$ cat src/rtl/ecc_apb_sequencer.sv
// ecc_apb_sequencer: APB master that runs one ecc_enc_dec job at a time.
// It writes DATA_IN, CODEWORD_WIDTH, NOISE and then CTRL. It waits for
// operation_done, or for a timeout, and returns the result on a
// valid/ready port.
module ecc_apb_sequencer #(
  parameter int AMBA_WORD       = 32,
  parameter int AMBA_ADDR_WIDTH = 20,
  parameter int TIMEOUT_CYCLES  = 64
) (
  input  logic                       clk,
  input  logic                       rst,
  input  logic                       job_valid,
  output logic                       job_ready,
  input  logic [1:0]                 job_cmd,
  input  logic [1:0]                 job_width,
  input  logic [AMBA_WORD-1:0]       job_data,
  input  logic [AMBA_WORD-1:0]       job_noise,
  output logic                       res_valid,
  input  logic                       res_ready,
  output logic [AMBA_WORD-1:0]       res_data,
  output logic [1:0]                 res_err,
  output logic [1:0]                 res_status,
  output logic [AMBA_ADDR_WIDTH-1:0] PADDR,
  output logic                       PWRITE,
  output logic                       PSEL,
  output logic                       PENABLE,
  output logic [AMBA_WORD-1:0]       PWDATA,
  input  logic                       operation_done,
  input  logic [AMBA_WORD-1:0]       data_out,
  input  logic [1:0]                 err_num
);

  localparam int CW = $clog2(TIMEOUT_CYCLES + 1);
  localparam logic [AMBA_ADDR_WIDTH-1:0] A_CTRL  = AMBA_ADDR_WIDTH'(32'h00);
  localparam logic [AMBA_ADDR_WIDTH-1:0] A_DATA  = AMBA_ADDR_WIDTH'(32'h04);
  localparam logic [AMBA_ADDR_WIDTH-1:0] A_WIDTH = AMBA_ADDR_WIDTH'(32'h08);
  localparam logic [AMBA_ADDR_WIDTH-1:0] A_NOISE = AMBA_ADDR_WIDTH'(32'h0C);

  typedef enum logic [2:0] {S_IDLE, S_SETUP, S_ACCESS, S_WAIT, S_RESP} state_t;

  state_t               r_state, w_next;
  logic [1:0]           r_cmd, r_width, r_wi;
  logic [AMBA_WORD-1:0] r_data, r_noise;
  logic [CW-1:0]        r_cnt;
  logic                 w_accept, w_illegal, w_tmo;
  logic [1:0]           w_wi_nxt;
  logic [AMBA_ADDR_WIDTH-1:0] w_addr_nxt;
  logic [AMBA_WORD-1:0]       w_wdata_nxt;

  // job_ready is gated by rst so that it reads 0 while reset is held
  assign job_ready = rst & (r_state == S_IDLE);
  assign w_accept  = job_valid & job_ready;
  assign w_illegal = (job_cmd == 2'd3) | (job_width == 2'd3);
  assign w_tmo     = (r_cnt >= CW'(TIMEOUT_CYCLES - 1));

  // APB control strobes are decoded from the state, so reset clears them at once
  assign PSEL      = (r_state == S_SETUP) | (r_state == S_ACCESS);
  assign PENABLE   = (r_state == S_ACCESS);
  assign PWRITE    = PSEL;
  assign res_valid = (r_state == S_RESP);

  // State register
  always_ff @(posedge clk or negedge rst) begin
    if (!rst) r_state <= S_IDLE;
    else      r_state <= w_next;
  end

  // Next-state logic
  always_comb begin
    w_next = r_state;
    case (r_state)
      S_IDLE:   if (w_accept) w_next = w_illegal ? S_RESP : S_SETUP;
      S_SETUP:  w_next = S_ACCESS;
      S_ACCESS: w_next = (r_wi == 2'd3) ? S_WAIT : S_SETUP;
      S_WAIT:   if (operation_done || w_tmo) w_next = S_RESP;
      S_RESP:   if (res_ready) w_next = S_IDLE;
      default:  w_next = S_IDLE;
    endcase
  end

  // Address and data for the next register write in the fixed write order
  always_comb begin
    w_wi_nxt    = r_wi + 2'd1;
    w_addr_nxt  = A_CTRL;
    w_wdata_nxt = {{(AMBA_WORD-2){1'b0}}, r_cmd};
    case (w_wi_nxt)
      2'd0: begin w_addr_nxt = A_DATA;  w_wdata_nxt = r_data; end
      2'd1: begin w_addr_nxt = A_WIDTH; w_wdata_nxt = {{(AMBA_WORD-2){1'b0}}, r_width}; end
      2'd2: begin w_addr_nxt = A_NOISE; w_wdata_nxt = r_noise; end
      default: ;
    endcase
  end

  // Job latch, APB address/data, timeout counter and result capture
  always_ff @(posedge clk or negedge rst) begin
    if (!rst) begin
      r_cmd      <= '0;
      r_width    <= '0;
      r_data     <= '0;
      r_noise    <= '0;
      r_wi       <= '0;
      r_cnt      <= '0;
      PADDR      <= '0;
      PWDATA     <= '0;
      res_data   <= '0;
      res_err    <= '0;
      res_status <= '0;
    end else begin
      case (r_state)
        S_IDLE: if (w_accept) begin
          r_cmd   <= job_cmd;
          r_width <= job_width;
          r_data  <= job_data;
          r_noise <= job_noise;
          r_wi    <= 2'd0;
          if (w_illegal) begin
            res_data   <= '0;
            res_err    <= '0;
            res_status <= 2'b10;
          end else begin
            PADDR  <= A_DATA;
            PWDATA <= job_data;
          end
        end
        S_ACCESS: begin
          if (r_wi != 2'd3) begin
            r_wi   <= w_wi_nxt;
            PADDR  <= w_addr_nxt;
            PWDATA <= w_wdata_nxt;
          end else begin
            r_cnt <= '0;
          end
        end
        S_WAIT: begin
          // a done pulse in the final counted cycle still wins over the timeout
          if (operation_done) begin
            res_data   <= data_out;
            res_err    <= err_num;
            res_status <= 2'b00;
          end else if (w_tmo) begin
            res_data   <= '0;
            res_err    <= '0;
            res_status <= 2'b01;
          end else if (r_cnt < CW'(TIMEOUT_CYCLES)) begin
            r_cnt <= r_cnt + CW'(1);
          end
        end
        default: ;
      endcase
    end
  end

endmodule
$ cat config.mk
export PLATFORM = sky130hd
export DESIGN_NAME = ecc_apb_sequencer
export DESIGN_NICKNAME = d
export VERILOG_FILES = /design/src/rtl/ecc_apb_sequencer.sv
export SDC_FILE = /design/constraint.sdc
export NUM_CORES = 1
export LEC_CHECK = 0
export CAP_MARGIN = 0
export CORE_MARGIN = 4
export CORE_UTILIZATION = 37
export DETAILED_ROUTE_END_ITERATION = 10
export PLACE_DENSITY = 0.76
export SYNTH_ARGS = -nofsm -noshare
export SYNTH_HDL_FRONTEND = slang
export SYNTH_SLANG_ARGS = --single-unit
$ cat constraint.sdc
create_clock -name clk -period 1.69 [get_ports clk]
set_input_delay 0.169 -clock clk [delete_from_list [all_inputs] [get_ports clk]]
set_output_delay 0.169 -clock clk [all_outputs]
set_load 0.005 [all_outputs]
# Yosys cells after proc, flatten, opt, wreduce, memory -nomap -nowiden
# Index checks and enable logic that the tools add are counted.
dict set report classes {
  n_eq_ne 21
  muxes 39
  reduce_logical 12
  order_cmp 2
  add_sub_neg 2
  bitwise_logic 4
}
# operator count
set ops {}
lappend ops {{32-bit 2-to-1 mux} 7}
lappend ops {{32-bit one-hot mux with 2 select lines} 2}
lappend ops {{32-bit one-hot mux with 3 select lines} 1}
lappend ops {{20-bit 2-to-1 mux} 3}
lappend ops {{20-bit one-hot mux with 2 select lines} 1}
lappend ops {{7-bit 2-to-1 mux} 4}
lappend ops {{2-bit 2-to-1 mux} 11}
lappend ops {{2-bit != test (second input constant)} 9}
lappend ops {{3-bit one-hot mux with 5 select lines} 1}
lappend ops {{7-bit one-hot mux with 2 select lines} 1}
lappend ops {{3-bit 2-to-1 mux} 4}
lappend ops {{2-bit one-hot mux with 2 select lines} 3}
lappend ops {{4-bit one-hot mux with 3 select lines} 1}
lappend ops {{2-bit equality test (second input constant)} 4}
lappend ops {{4-bit AND reduction} 2}
lappend ops {{7-bit by 1-bit adder with 7-bit output (second input constant)} 1}
lappend ops {{7-bit by 6-bit >= comparator with 1-bit output (second input constant)} 1}
lappend ops {{7-bit < comparator (second input constant)} 1}
lappend ops {{3-bit by 2-bit equality test with 1-bit output (second input constant)} 2}
lappend ops {{3-bit AND reduction} 2}
lappend ops {{2-bit nonzero test} 3}
lappend ops {{5-bit AND reduction} 1}
lappend ops {{2-bit by 1-bit != test with 1-bit output (second input constant)} 2}
lappend ops {{3-bit by 1-bit equality test with 1-bit output (second input constant)} 1}
lappend ops {{other kinds (10)} 12}
dict set report word_totals {
  elab_cells 92
  out_inout_bits 93
  register_bits 168
  input_bits 107
}

# Longest topological paths before layout
# Gate-level depths: netlist of the first run.
dict set report logic_depth {
  depth_word 5
  mapped_depth 8
  ltp_nobuf 6
}

# Worst setup path after synthesis of the first run
# OpenSTA, ideal clock, no wires.
dict set report synth_timing {
  kind {reg-to-reg}
  start {reg r_state[2]}
  end {reg r_data[10]}
  setup_slack_ns -0.027
  required_ns 1.565
  n_path_buf 3
  period_less_slack_ns 1.717
  stages_incl_launch_ff 7
  arrival_ns 1.592
  setup_time_ns 0.125
  path_cell_list {dfrtp_1 -> buf_6 -> nor4b_4 -> and2_1 -> buf_6 -> buf_6 -> mux2_2}
}
dict set report synth_between {
  elab_chain_cells 4
}
# element line
set synth_rtl {}
lappend synth_rtl {{from (decl)} 41} ;# state_t r_state, w_next;
lappend synth_rtl {{from (signal assigned)} 65} ;# else r_state <= w_next;
lappend synth_rtl {{3-bit zero test} 51} ;# assign job_ready = rst & (r_state == S_IDLE);
lappend synth_rtl {{1-bit bitwise AND} 51}
lappend synth_rtl {{net job_ready} 13} ;# output logic job_ready,
lappend synth_rtl {{1-bit bitwise AND} 52} ;# assign w_accept = job_valid & job_ready;
lappend synth_rtl {{2-bit AND reduction (no source line)} --}
lappend synth_rtl {{to (signal assigned)} 113} ;# r_data <= job_data;
lappend synth_rtl {{to (decl)} 43} ;# logic [AMBA_WORD-1:0] r_data, r_noise;
# The timed path passes the listed nets, and every way through them passes these cells.
# A chain may end at the register's enable or synchronous reset.

# Final worst setup path of the first run
dict set report layout_timing {
  start {reg r_state[1]}
  end {reg r_data[29]}
}
dict set report layout_between {
  elab_chain_cells 4
}
# element line
set layout_rtl {}
lappend layout_rtl {{3-bit zero test (*)} {51, 109}}
lappend layout_rtl {{1-bit bitwise AND} 51}
lappend layout_rtl {{1-bit bitwise AND} 52}
lappend layout_rtl {{2-bit AND reduction (no source line) (*)} --}
# Mark *: on every way between the ends. The rest lies on a longest branch, timed or not.

==> results.json, run 1 <==
{
  "status": "complete, but fails checks",
  "violations": "negative setup slack",
  "worstSetupStartpointType": "register",
  "routedWlPerCell_um": 19.2,
  "areaGrowthSynthToFinish_pct": 55.2,
  "grt_pass1_wl_um": 29800,
  "synth_cell_types": 42,
  "die_width_um": 142,
  "power.leakage_nw": 4.42,
  "peakVddDrop_mv": 1.00,
  "multiInputGateArea_mm2": 0.00293,
  "cts_buffer_depth": 2,
  "netlist_instances": 557,
  "fin_nets": 892,
  "io_pins": 200,
  "cts_root_buf": "clkbuf_16",
  "finalNonFillerCells": 1017,
  "fin_area_mm2": 0.0103,
  "seq_area_frac_synth_pct": 56.4,
  "fill_cells": 1386,
  "antenna_cells": 0,
  "yosysTopAreaCell": "dfrtp_1",
  "layout_common_cells": "175 x clkdlybuf4s50_1, 147 x dfrtp_1, 46 x mux2_2",
  "start_util_pct": 38.1,
  "fp-row-count": 48,
  "syn_area_per_cell_um2": 11.9,
  "grt_usage_pct": 18.7,
  "drt_iter0_markers": 319,
  "synth_seq_cells": 150,
  "core_mm2": 0.0175,
  "setup_tns_ns": -14.65,
  "drv_cap": 0,
  "grt_pass1_vias": 5391,
  "finalSetupViolations": 124,
  "path_max_fanout": 20,
  "hold_viol_final": 0,
  "drive_gt1_share_pct": 31.7,
  "fin_worst_skew_ns": 0.0108,
  "placed_area_mm2": 0.00883,
  "crit_required_ns": 1.99,
  "numPortBuffers": 181,
  "utilization_pct": 59.1,
  "cts_tree": "done",
  "place_congestion": 0.823,
  "power.density_mw_per_mm2": 1780,
  "clk_pin_slew_worst_paths_ns": 0.06,
  "routed_wl_um": 19500,
  "final_common_cell": "clkdlybuf4s50_1",
  "yosysWarnings": 0,
  "clk_latency_ns": 0.42,
  "cp-end-kind": "register",
  "crit_arrival_ns": 2.18,
  "die_h_um": 142,
  "overflow": 0,
  "via_per_inst": 5.34,
  "place_ws_ns": -0.161,
  "first_pass_iters": 7,
  "via_count": 5433,
  "drc": 0,
  "regArea_mm2": 0.00376,
  "htree_levels": 4,
  "syn_area_mm2": 0.00665,
  "hold_path.class": "in2async",
  "cts_buffers": 17,
  "layout_min_cycle_time_ns": 1.89,
  "rsz0062_at_grt": "yes",
  "post-place-cells": 956,
  "worst_slew_pin_slew_ns": 1.04,
  "grt_max_degree": 82,
  "drtAntennaViolNets": 0,
  "antenna_found_initial": 0,
  "slew_viol_final": 0,
  "max_freq_ghz": 0.530,
  "dieArea_mm2": 0.0202,
  "synth_top_area_share_pct": 56.4,
  "ys_top_cells_by_area": "dfrtp_1 56%, mux2_2 11%, a22o_1 4.5%",
  "hpwl_um": 11900,
  "slew_headroom_pct": 30.7,
  "timing.final.crit_share_pct": 112,
  "clock_sinks": 150,
  "timing.final.ws_setup_ns": -0.197,
  "setup.worst_path.class": "reg2reg"
}
cell families (layout without fill, tap and decap cells):
logic type / count (synthesis) / after routing / share of synthesized area (%)
adder cells (fa/ha/maj): 6 / 6 / 1.13
multiplexers: 68 / 68 / 11.5
AND/OR/NAND/NOR: 92 / 92 / 6.83
XOR/XNOR: 3 / 3 / 0.395
flip-flops: 150 / 150 / 56.4
other: 1 / 18 / 0.0564
AO/OA/AOI/OAI: 162 / 162 / 16.3
buffers and inverters: 75 / 293 / 7.34
through the flow:
step                hold slack [ns]  total power, W
floorplan                    -0.127         0.00940
global placement            -0.0434          0.0123
detailed placement          -0.0436          0.0125
CTS                          0.0972          0.0176
global route                  0.104          0.0194
finish                        0.128          0.0184
synthesized netlist by cell type:
library cell	instances
a21boi_1	1
a21oi_1	37
a221oi_1	2
a22o_1	34
a22oi_1	35
a31o_2	1
a32oi_1	1
a32oi_2	1
and2_1	3
and3_1	1
and3b_1	1
buf_2	12
buf_4	20
buf_6	14
buf_8	1
clkbuf_1	16
conb_1	1
dfrtp_1	150
ha_1	6
inv_1	11
inv_2	1
mux2_2	66
mux2i_1	2
nand2_1	39
nand3_1	6
nand3_2	1
nand4_1	1
nand4bb_1	1
nor2_1	3
nor3_1	34
nor4b_4	1
o211ai_1	1
o211ai_2	1
o21a_1	1
o21ai_0	17
o21ai_1	24
o2bb2ai_1	3
o31ai_1	2
o41ai_1	1
or3b_4	1
xnor2_1	1
xor2_1	2
worst paths after layout:
| kind | cells past startpoint | slack, ns | startpoint | to |
|---|---|---|---|---|
| max | 6 | -0.20 | r_state[1] | r_data[29] |
| min | 2 | 0.13 | rst | r_noise[26] |
| max reg2reg | 6 | -0.20 | r_state[1] | r_data[29] |
| min reg2reg | 1 | 0.50 | r_cnt[6] | r_cnt[6] |
| max in group asynchronous | 3 | 0.30 | rst | r_state[1] |
| min in group clk | 2 | 0.32 | res_ready | r_state[2] |
timing repair:
item	in CTS	in global routing
hold buffers	1	0
endpoints found under the hold margin	2	0
pin swaps	17	34
setup buffers	16	1
endpoints found under the setup margin	96	147
cloned	9	2
gates resized for setup	80	93
final cells by class:
type	instances	area share [%]
inverter	12	0.461
clock inverter	14	1.37
sequential	150	36.4
timing repair buffer	249	26.4
clock buffer	18	4.25
multi-input combinational	349	28.3
tap	225	2.73
worst max-delay path, stage by stage (launching register included):
cell and delay [ns]:
dfrtp_2 0.43, buf_6 0.13, nor4b_4 0.29, buf_4 0.15, and2_4 0.21, buf_12 0.19, mux2_2 0.35
state kept, by name (all words and copies together), names as in the netlist:
register / flops
PWDATA: 32
res_err: 2
r_cmd: 2
res_status: 2
r_wi: 2
r_data: 32
r_width: 2
r_state: 3
r_noise: 32
PADDR: 2
r_cnt: 7
res_data: 32
layer usage:
| layer | GRT usage [%] | wire, um | vias up | share of wire (%) |
|---|---|---|---|---|
| li1 | - | - | 2451 | - |
| met1 | 24.8 | 8330 | 2701 | 43 |
| met2 | 29.9 | 9120 | 254 | 47 |
| met3 | 5.68 | 1690 | 27 | 8.7 |
| met4 | 5.45 | 341 | 0 | 1.8 |
| met5 | 0 | 0 | - | 0 |
power by group:
group          switching [W]  internal, W
Clock                0.00162      0.00211
Combinational        0.00333      0.00493
Sequential           0.00115      0.00523
Note: power is estimated with default switching activity, not from simulation.
==> run 2: changes to the inputs <==
--- a/config.mk
+++ b/config.mk
@@ -5,6 +5,7 @@
 export SDC_FILE = /design/constraint.sdc
 export NUM_CORES = 1
 export LEC_CHECK = 0
+export ABC_CLOCK_PERIOD_IN_PS = 1690
 export CAP_MARGIN = 0
 export CORE_MARGIN = 4
 export CORE_UTILIZATION = 37
==> results of run 2 <==
The final DEF is identical to that of run 1; final timing and power are the same.
